<file path="src/rtl/wb_writeback_unit.sv">
// Purpose: MEM/WB pipeline register, load/ALU result select, register-file write port driver,
//          and per-register pending-write scoreboard that raises hazard to stall issue.
// Latency: MEM->WB 1 cycle; hazard is combinational from scoreboard state and current retire.
// Backpressure: freeze holds the MEM/WB register and suppresses retire/accept; hazard stalls decode.
// Optional feature: define WB_STATS_EN to add the wb_count retire counter output.
// Ports:
//   clk, rst                    clock (posedge), asynchronous active-high reset
//   freeze                      pipeline stall
//   issue_valid/_wb_en/_dest    decode-stage instruction and its destination
//   id_src1, id_src2, two_src   decode operand indices (src2 only when two_src)
//   mem_valid/_wb_en/_r_en      MEM-stage instruction qualifiers (r_en selects load data)
//   mem_dest, alu_result, mem_data
//   wb_en, wb_dest, wb_value    register file write port
//   hazard                      decode must stall
//   sb_error                    sticky: retire against an empty pending counter
//   wb_count (WB_STATS_EN)      number of retired writes since reset
module wb_writeback_unit #(
  parameter int DATA_W   = 32,
  parameter int ADDR_W   = 4,
  parameter int NUM_REGS = 16,
  parameter int MAX_PEND = 3
) (
  input  logic              clk,
  input  logic              rst,
  input  logic              freeze,
  input  logic              issue_valid,
  input  logic              issue_wb_en,
  input  logic [ADDR_W-1:0] issue_dest,
  input  logic [ADDR_W-1:0] id_src1,
  input  logic [ADDR_W-1:0] id_src2,
  input  logic              two_src,
  input  logic              mem_valid,
  input  logic              mem_wb_en,
  input  logic              mem_r_en,
  input  logic [ADDR_W-1:0] mem_dest,
  input  logic [DATA_W-1:0] alu_result,
  input  logic [DATA_W-1:0] mem_data,
  output logic              wb_en,
  output logic [ADDR_W-1:0] wb_dest,
  output logic [DATA_W-1:0] wb_value,
  output logic              hazard,
  output logic              sb_error
`ifdef WB_STATS_EN
  ,
  output logic [31:0]       wb_count
`endif
);

  localparam int CNT_W = $clog2(MAX_PEND + 1);

  logic              valid_q;
  logic              wb_en_q;
  logic [ADDR_W-1:0] dest_q;
  logic [DATA_W-1:0] value_q;

  logic [CNT_W-1:0]  cnt [NUM_REGS];
  logic [NUM_REGS-1:0] inc_vec;
  logic [NUM_REGS-1:0] dec_vec;

  logic retire;
  logic accept;
  logic pend1;
  logic pend2;
  logic full;

  // MEM/WB pipeline register
  always_ff @(posedge clk or posedge rst) begin
    if (rst) begin
      valid_q <= 1'b0;
      wb_en_q <= 1'b0;
      dest_q  <= '0;
      value_q <= '0;
    end else if (!freeze) begin
      valid_q <= mem_valid;
      wb_en_q <= mem_wb_en;
      dest_q  <= mem_dest;
      value_q <= mem_r_en ? mem_data : alu_result;
    end
  end

  // Gating with freeze makes a held instruction write once, in its first unfrozen cycle.
  assign wb_en    = valid_q & wb_en_q & ~freeze;
  assign wb_dest  = dest_q;
  assign wb_value = value_q;

  assign retire = wb_en;

  // The register file writes on negedge, so a retiring write is already visible to decode
  // this cycle: discount it when judging pending and full.
  always_comb begin
    pend1 = cnt[id_src1] > CNT_W'(retire && (wb_dest == id_src1));
    pend2 = cnt[id_src2] > CNT_W'(retire && (wb_dest == id_src2));
    full  = (cnt[issue_dest] == CNT_W'(MAX_PEND)) && !(retire && (wb_dest == issue_dest));
  end

  assign hazard = issue_valid & (pend1 | (two_src & pend2) | (issue_wb_en & full));
  assign accept = issue_valid & issue_wb_en & ~hazard & ~freeze;

  always_comb begin
    inc_vec = '0;
    dec_vec = '0;
    if (accept) inc_vec[issue_dest] = 1'b1;
    if (retire) dec_vec[wb_dest]    = 1'b1;
  end

  // Scoreboard counters; simultaneous accept and retire on one register cancel out.
  // A retire against a zero count saturates at 0 and flags sb_error.
  always_ff @(posedge clk or posedge rst) begin
    if (rst) begin
      for (int r = 0; r < NUM_REGS; r++) cnt[r] <= '0;
      sb_error <= 1'b0;
    end else begin
      for (int r = 0; r < NUM_REGS; r++) begin
        if (inc_vec[r] && !dec_vec[r]) begin
          cnt[r] <= cnt[r] + CNT_W'(1);
        end else if (dec_vec[r] && !inc_vec[r] && (cnt[r] != '0)) begin
          cnt[r] <= cnt[r] - CNT_W'(1);
        end
      end
      if (retire && (cnt[wb_dest] == '0)) sb_error <= 1'b1;
    end
  end

`ifdef WB_STATS_EN
  always_ff @(posedge clk or posedge rst) begin
    if (rst)         wb_count <= '0;
    else if (retire) wb_count <= wb_count + 32'd1;
  end
`endif

endmodule

</file>
<file path="config.mk">
export PLATFORM = sky130hd
export DESIGN_NAME = wb_writeback_unit
export DESIGN_NICKNAME = d
export VERILOG_FILES = /design/src/rtl/wb_writeback_unit.sv
export SDC_FILE = /design/constraint.sdc
export NUM_CORES = 1
export LEC_CHECK = 0
export CAP_MARGIN = 0
export CORE_MARGIN = 3
export CORE_UTILIZATION = 45
export CTS_BUF_LIST = sky130_fd_sc_hd__clkbuf_4 sky130_fd_sc_hd__clkbuf_8 sky130_fd_sc_hd__clkbuf_16
export CTS_CLUSTER_SIZE = 24
export DETAILED_ROUTE_END_ITERATION = 8
export GPL_TIMING_DRIVEN = 0
export PLACE_DENSITY = 0.76
export SLEW_MARGIN = 20
export SYNTH_ARGS = -nofsm -noshare
export SYNTH_HDL_FRONTEND = slang
export SYNTH_SLANG_ARGS = --single-unit
</file>
<file path="constraint.sdc">
create_clock -name clk -period 5.1 [get_ports clk]
set_input_delay 0.765 -clock clk [delete_from_list [all_inputs] [get_ports clk]]
set_output_delay 0.765 -clock clk [all_outputs]
set_load 0.05 [all_outputs]
</file>
Yosys cells after proc, flatten, opt, wreduce, memory -nomap -nowiden
Cells that the tools add are included.
{"block": "classes", "n_addsub": 32, "order_cmp": 10, "eq_ne": 4, "n_mux": 51, "bitwise_logic": 16, "reduce_logical": 121}
{"operator": "$mux 2", "n": 40}
{"operator": "$reduce_bool 2->1", "n": 32}
{"operator": "$logic_and 1x1->1", "n": 55}
{"operator": "$logic_not 1->1", "n": 33}
{"operator": "$add 2x1->2 const B", "n": 16}
{"operator": "$bmux 2 s4", "n": 4}
{"operator": "$mux 16", "n": 2}
{"operator": "$mux 32", "n": 1}
{"operator": "$sub 2x1->2 const B", "n": 16}
{"operator": "$ge 5x5->1 const B", "n": 4}
{"operator": "$not 4->5", "n": 4}
{"operator": "$eq 4x4->1", "n": 3}
{"operator": "$lt 4x5->1 const B", "n": 2}
{"operator": "$and 1x1->1", "n": 8}
{"operator": "$demux 1 s4", "n": 2}
{"operator": "$ge 4x1->1 const B", "n": 2}
{"operator": "$gt 2x1->1", "n": 2}
{"operator": "$eq 2x2->1 const B", "n": 1}
{"operator": "$logic_not 2->1", "n": 1}
{"operator": "$mux 1", "n": 2}
{"operator": "$not 1->1", "n": 2}
{"operator": "$or 1x1->1", "n": 2}
{"block": "totals", "regBits": 71, "input_bits": 89, "out_inout_bits": 39, "elab_cells": 255}

Logic depth before layout (Yosys ltp)
{"block": "depth", "depth_word": 18, "mapped_depth": 13, "ltp_nobuf": 11}

Least setup slack after synthesis
Ideal clock, no wire load.
{"block": "synth_path", "kind": "in2out", "start": "input port id_src1[0]", "end": "output port hazard", "arrival_ns": 3.563, "required_ns": 4.335, "slack_ns": 0.772, "path_stages": 9, "path_buffers": 2, "path_cell_list": "clkbuf_1 -> mux4_2 -> mux4_2 -> inv_1 -> ha_1 -> o2111ai_1 -> a311oi_2 -> buf_2 -> nor2b_1"}
{"block": "synth_via", "elab_chain_cells": 8, "word_cells_on_any_way": 10, "cone_classes": "1 x order compare; 1 x eq/ne; 3 x mux; 4 x bitwise; 1 x reduce/logical"}
{"item": "start: declaration", "line": "29", "source": "input logic [ADDR_W-1:0] id_src1,"}
{"item": "$not 4->5 (implied by the code)", "line": "91", "source": "pend1 = cnt[id_src1] > CNT_W'(retire && (wb_dest == id_src1));"}
{"item": "$bmux 2 s4", "line": "91"}
{"item": "$mux 2 (implied by the code) (2 in series)", "line": "91"}
{"item": "$gt 2x1->1 (*)", "line": "91"}
{"item": "$or 1x1->1 (*) (2 in series)", "line": "96", "source": "assign hazard = issue_valid & (pend1 | (two_src & pend2) | (issue_wb_en & full));"}
{"item": "$and 1x1->1 (*)", "line": "96"}
{"item": "end: declaration", "line": "41", "source": "output logic hazard,"}
Mark *: on every way between the ends. The rest lies on a longest branch, timed or not. The select of a mux whose other input is x is not followed.

Final worst setup path
{"block": "layout_path", "start": "input port id_src2[1]", "end": "output port hazard"}
{"block": "layout_via", "elab_chain_cells": 9, "word_cells_on_any_way": 11, "cone_classes": "1 x order compare; 1 x eq/ne; 3 x mux; 5 x bitwise; 1 x reduce/logical"}
{"item": "start: declaration", "line": "30", "source": "input logic [ADDR_W-1:0] id_src2,"}
{"item": "$not 4->5 (implied by the code)", "line": "92", "source": "pend2 = cnt[id_src2] > CNT_W'(retire && (wb_dest == id_src2));"}
{"item": "$bmux 2 s4", "line": "92"}
{"item": "$mux 2 (implied by the code) (2 in series)", "line": "92"}
{"item": "$gt 2x1->1 (*)", "line": "92"}
{"item": "$and 1x1->1 (*)", "line": "96"}
{"item": "$or 1x1->1 (*) (2 in series)", "line": "96"}
{"item": "$and 1x1->1 (*)", "line": "96"}
Marks and branches as above.

==> impl_summary.log <==
INFO  metric post_layout_net_count = 709
INFO  metric remaining_global_route_overflow = 0
INFO  metric critical_path_peak_fanout = 10
INFO  metric layout.cells.most_common = clkdlybuf4s50_1
INFO  metric groute.usage.overall = 24.7%
INFO  metric critical_path.max_stage_delay = 730 ps
INFO  metric proportion_of_synthesized_chip_area_in_sequential_cells = 36.4%
INFO  metric cts_tree = yes
INFO  metric irDropWorstVdd = 0.152 mV
INFO  metric place.port_buffers = 116
INFO  metric max-slew-margin-rel = 52.2%
INFO  metric setup_viol = 0
INFO  metric timing.critical_path.mode_cell = mux4_2
INFO  metric min_delay_worst_endpoint = wb_value[7]$_DFFE_PP0N_
INFO  metric share_of_the_synthesized_area_in_compound_gates_ao_oa_aoi_oai = 15.8%
INFO  metric power.static_leakage = 2.66 nW
INFO  metric drive_above_1_share = 12.0%
INFO  metric ordered_cell_list_for_the_critical_path = clkbuf_1 > mux4_2 > mux4_2 > inv_1 > ha_1 > o21bai_1 > o221a_2 > a311oi_2 > buf_2 > nor2b_1 > clkdlybuf4s50_1
INFO  metric vias = 4,529
INFO  metric design_power_total = between 1.5 and 2 mW
INFO  metric mean_number_of_vias_per_cell = 5.97
INFO  metric cpMaxStageDelayCell = clkdlybuf4s50_1
INFO  metric hold_crit_class = reg2reg
INFO  metric edff_count_synth = 0
INFO  metric timing.setup.critical_path_class = in2out
INFO  metric min_period = 4900 ps
INFO  metric synthesis.nets = 581
INFO  metric actual_slew_at_the_worst_max_slew_pin = 717 ps
INFO  metric multi_input_combinational_cell_area = roughly 3000 sq um
INFO  metric synth_simple_gate_area_share = 15.7%
INFO  metric final_antenna_net_count = 0
INFO  metric finalClockSkew = 16.8 ps
INFO  metric start_kind = primary input
INFO  metric post-synth-top-area-fraction = 36.4%
INFO  metric chip_height = 110 um
INFO  metric period_utilisation_layout = 96.1%
INFO  metric layout.cells.most_common_list = clkdlybuf4s50_1, dfrtp_1, nand2_1, o21ai_0, nor2_1
INFO  metric power_density = about 270 nW/um^2
INFO  metric worst_ep_arrival_time = 4130 ps
INFO  metric first_iter_violations = 369
INFO  metric r2r.worst_path.cells = 11
INFO  metric yosysUniqueCellTypes = 53
INFO  metric syn_to_final_growth = 31.3%
INFO  metric diodes = 0
INFO  metric crit_path_end_kind = primary output
INFO  metric post_synth_xor_area_fraction = 4.66%
INFO  metric maxCapViolCount = 0
INFO  metric totalNegativeSetupSlack = 0 ps
INFO  metric timing.rr.end = cnt[17]$_DFFE_PP0P_
INFO  metric yosysWarnings = 0
INFO  metric core_util_final = 61.5%
INFO  metric timing.hold.worst_path_depth = 2
INFO  metric initial_core_util = 46.9%
INFO  metric clk_pin_slew_worst_paths = 70 ps
INFO  metric grt_setup_unrepaired = false
INFO  metric yosys_most_used_dff = dfrtp_1
INFO  metric dieArea = 12,100 sq um
INFO  metric r2r_slack = roughly 1700 ps
INFO  metric place.detailed.hpwl = 11.2 mm
INFO  metric synth_async_sr_flop_share = 100%
INFO  metric routedWlPerCell = 19.0 um
INFO  metric n_fill_cell = between 800 and 900
INFO  metric synthDominantAreaCellType = dfrtp_1
INFO  metric syn-cell-area = between 4000 and 5000 sq um
INFO  metric totalWireLength = 14.4 mm
INFO  metric outcome = finished, final reports clean
INFO  metric grt_max_degree = 42
INFO  metric ioPinCount = 128
INFO  metric cts.sinks = 71
INFO  metric ys_ff_latch = 71
INFO  metric muxShareOfSynthArea = 23.0%
INFO  metric timing.final.max_slew_violations = 0
INFO  metric synth_area_per_cell = around 10 sq um
INFO  metric inserted_clock_buffers = 9
INFO  metric htree_num_levels = 3
INFO  metric die_width = 110 um
INFO  metric placeableCoreArea = 10,400 sq um
INFO  metric hold_viol_final = 0
INFO  metric synth-adder-area-share = 0.513%
INFO  metric gp_routability_congestion = 0.910
INFO  metric startpoint_of_the_worst_register_to_register_path = cnt[16]$_DFFE_PP0P_
INFO  metric hold_start = wb_value[7]$_DFFE_PP0N_
INFO  metric synth_top_family_by_area = multiplexers
INFO  metric wire_length_of_the_first_global_routing_pass = 22.8 mm
INFO  metric critical_path_required = 4340 ps
INFO  metric grt_antenna_before_repair = 0
INFO  metric via_count_of_the_first_global_routing_pass = ~4,600
INFO  metric clkLatencyLatePin = 360 ps
INFO  metric drt_first_pass_iters = 5
INFO  metric detail_route.drc_violations = 0
INFO  metric synth_cells = roughly 500
INFO  metric row_count = 37
INFO  metric synthTopCellsByArea = dfrtp_1, mux4_2, mux2i_1
INFO  metric hold_slack = 489 ps
INFO  metric timing.fmax = 204 MHz
INFO  metric cts_root_buf = clkbuf_8
INFO  metric cts-root-to-sink-buffers = 2
INFO  metric ff_latch_area = roughly 1800 sq um
==> cell usage after synthesis (all sizes together) (6+ instances only) <==
master	number
a21boi	8
a21oi	13
a22oi	10
buf	9
clkbuf	23
dfrtp	71
inv	15
mux2	13
mux2i	37
mux4	27
nand2	42
nand3	18
nand4	16
nor2	42
nor2b	9
nor3	7
o21a	6
o21ai	42
o22a	9
xnor2	20
xor2	6
==> layer usage <==
| metal | track usage (%) | wire, um | up-vias |
|---|---|---|---|
| li1 | - | - | 2067 |
| met2 | 41.4 | 7040 | 272 |
| met3 | 9.32 | 1780 | 27 |
| met4 | 7.74 | 254 | 0 |
| met5 | 0 | 0 | - |
| met1 | 29.6 | 5310 | 2163 |
==> logic make-up (layout without fill, tap and decap cells) <==
kind of cell               after synthesis  after routing
AOI/OAI and AO/OA                      114            114
xor gates and xnor gates                26             26
adders and majority gates                2              2
buffers and inverters                   47            180
DFF                                     71             71
muxes                                   77             77
and+or+nand+nor                        153            153
==> worst max path at each step <==
stage / endpoint / cells past startpoint / startpoint
4_1_cts: hazard / 10 / id_src1[0]
2_1_floorplan: hazard / 9 / id_src1[0]
5_1_grt: hazard / 11 / id_src2[1]
6_report: hazard / 11 / id_src2[1]
3_3_place_gp: hazard / 10 / id_src1[0]
3_5_place_dp: hazard / 10 / id_src1[0]
==> worst max-delay path: cells and delay by family <==
family | cells | cell delay, ps
and+or+nand+nor | 1 | 80
muxes | 2 | 880
AOI/OAI and AO/OA | 3 | 730
buffers and inverters | 4 | 1510
adders and majority gates | 1 | 160
==> timing repair <==
action                                  CTS  global route
gates resized for setup                   0             2
setup buffers                             0             0
endpoints found under the hold margin     0             0
endpoints found under the setup margin    0             1
hold buffers                              0             0
==> power breakdown <==
part | internal, mW | total [mW] | switching, mW | leakage (nW)
logic | 0.282 | 0.616 | 0.333 | 1.67
clock network | 0.187 | 0.405 | 0.218 | 0.0918
registers | 0.630 | 0.729 | 0.0984 | 0.900
==> metrics by stage <==
step	instances	setup slack, ps	cell area, sq um
3_3_place_gp	742	203	6210
5_1_grt	759	73.1	6410
6_report	759	201	6410
2_1_floorplan	490	772	4880
4_1_cts	759	154	6410
3_5_place_dp	743	175	6240
==> cell type report <==
class	count	share of cell area (%)
sequential	71	27.7
clock buffer	10	2.15
timing repair buffer	117	18.4
clock inverter	6	0.566
buffer	32	2.15
tap	136	2.65
inverter	15	0.917
multi-input combinational	372	45.4
==> registers in the layout (all words and copies together) (netlist names) <==
signal    count
cnt          32
wb_value     32
wb_dest       4
sb_error      1
valid_q       1
wb_en_q       1
Power figures use the tool's default switching activity.
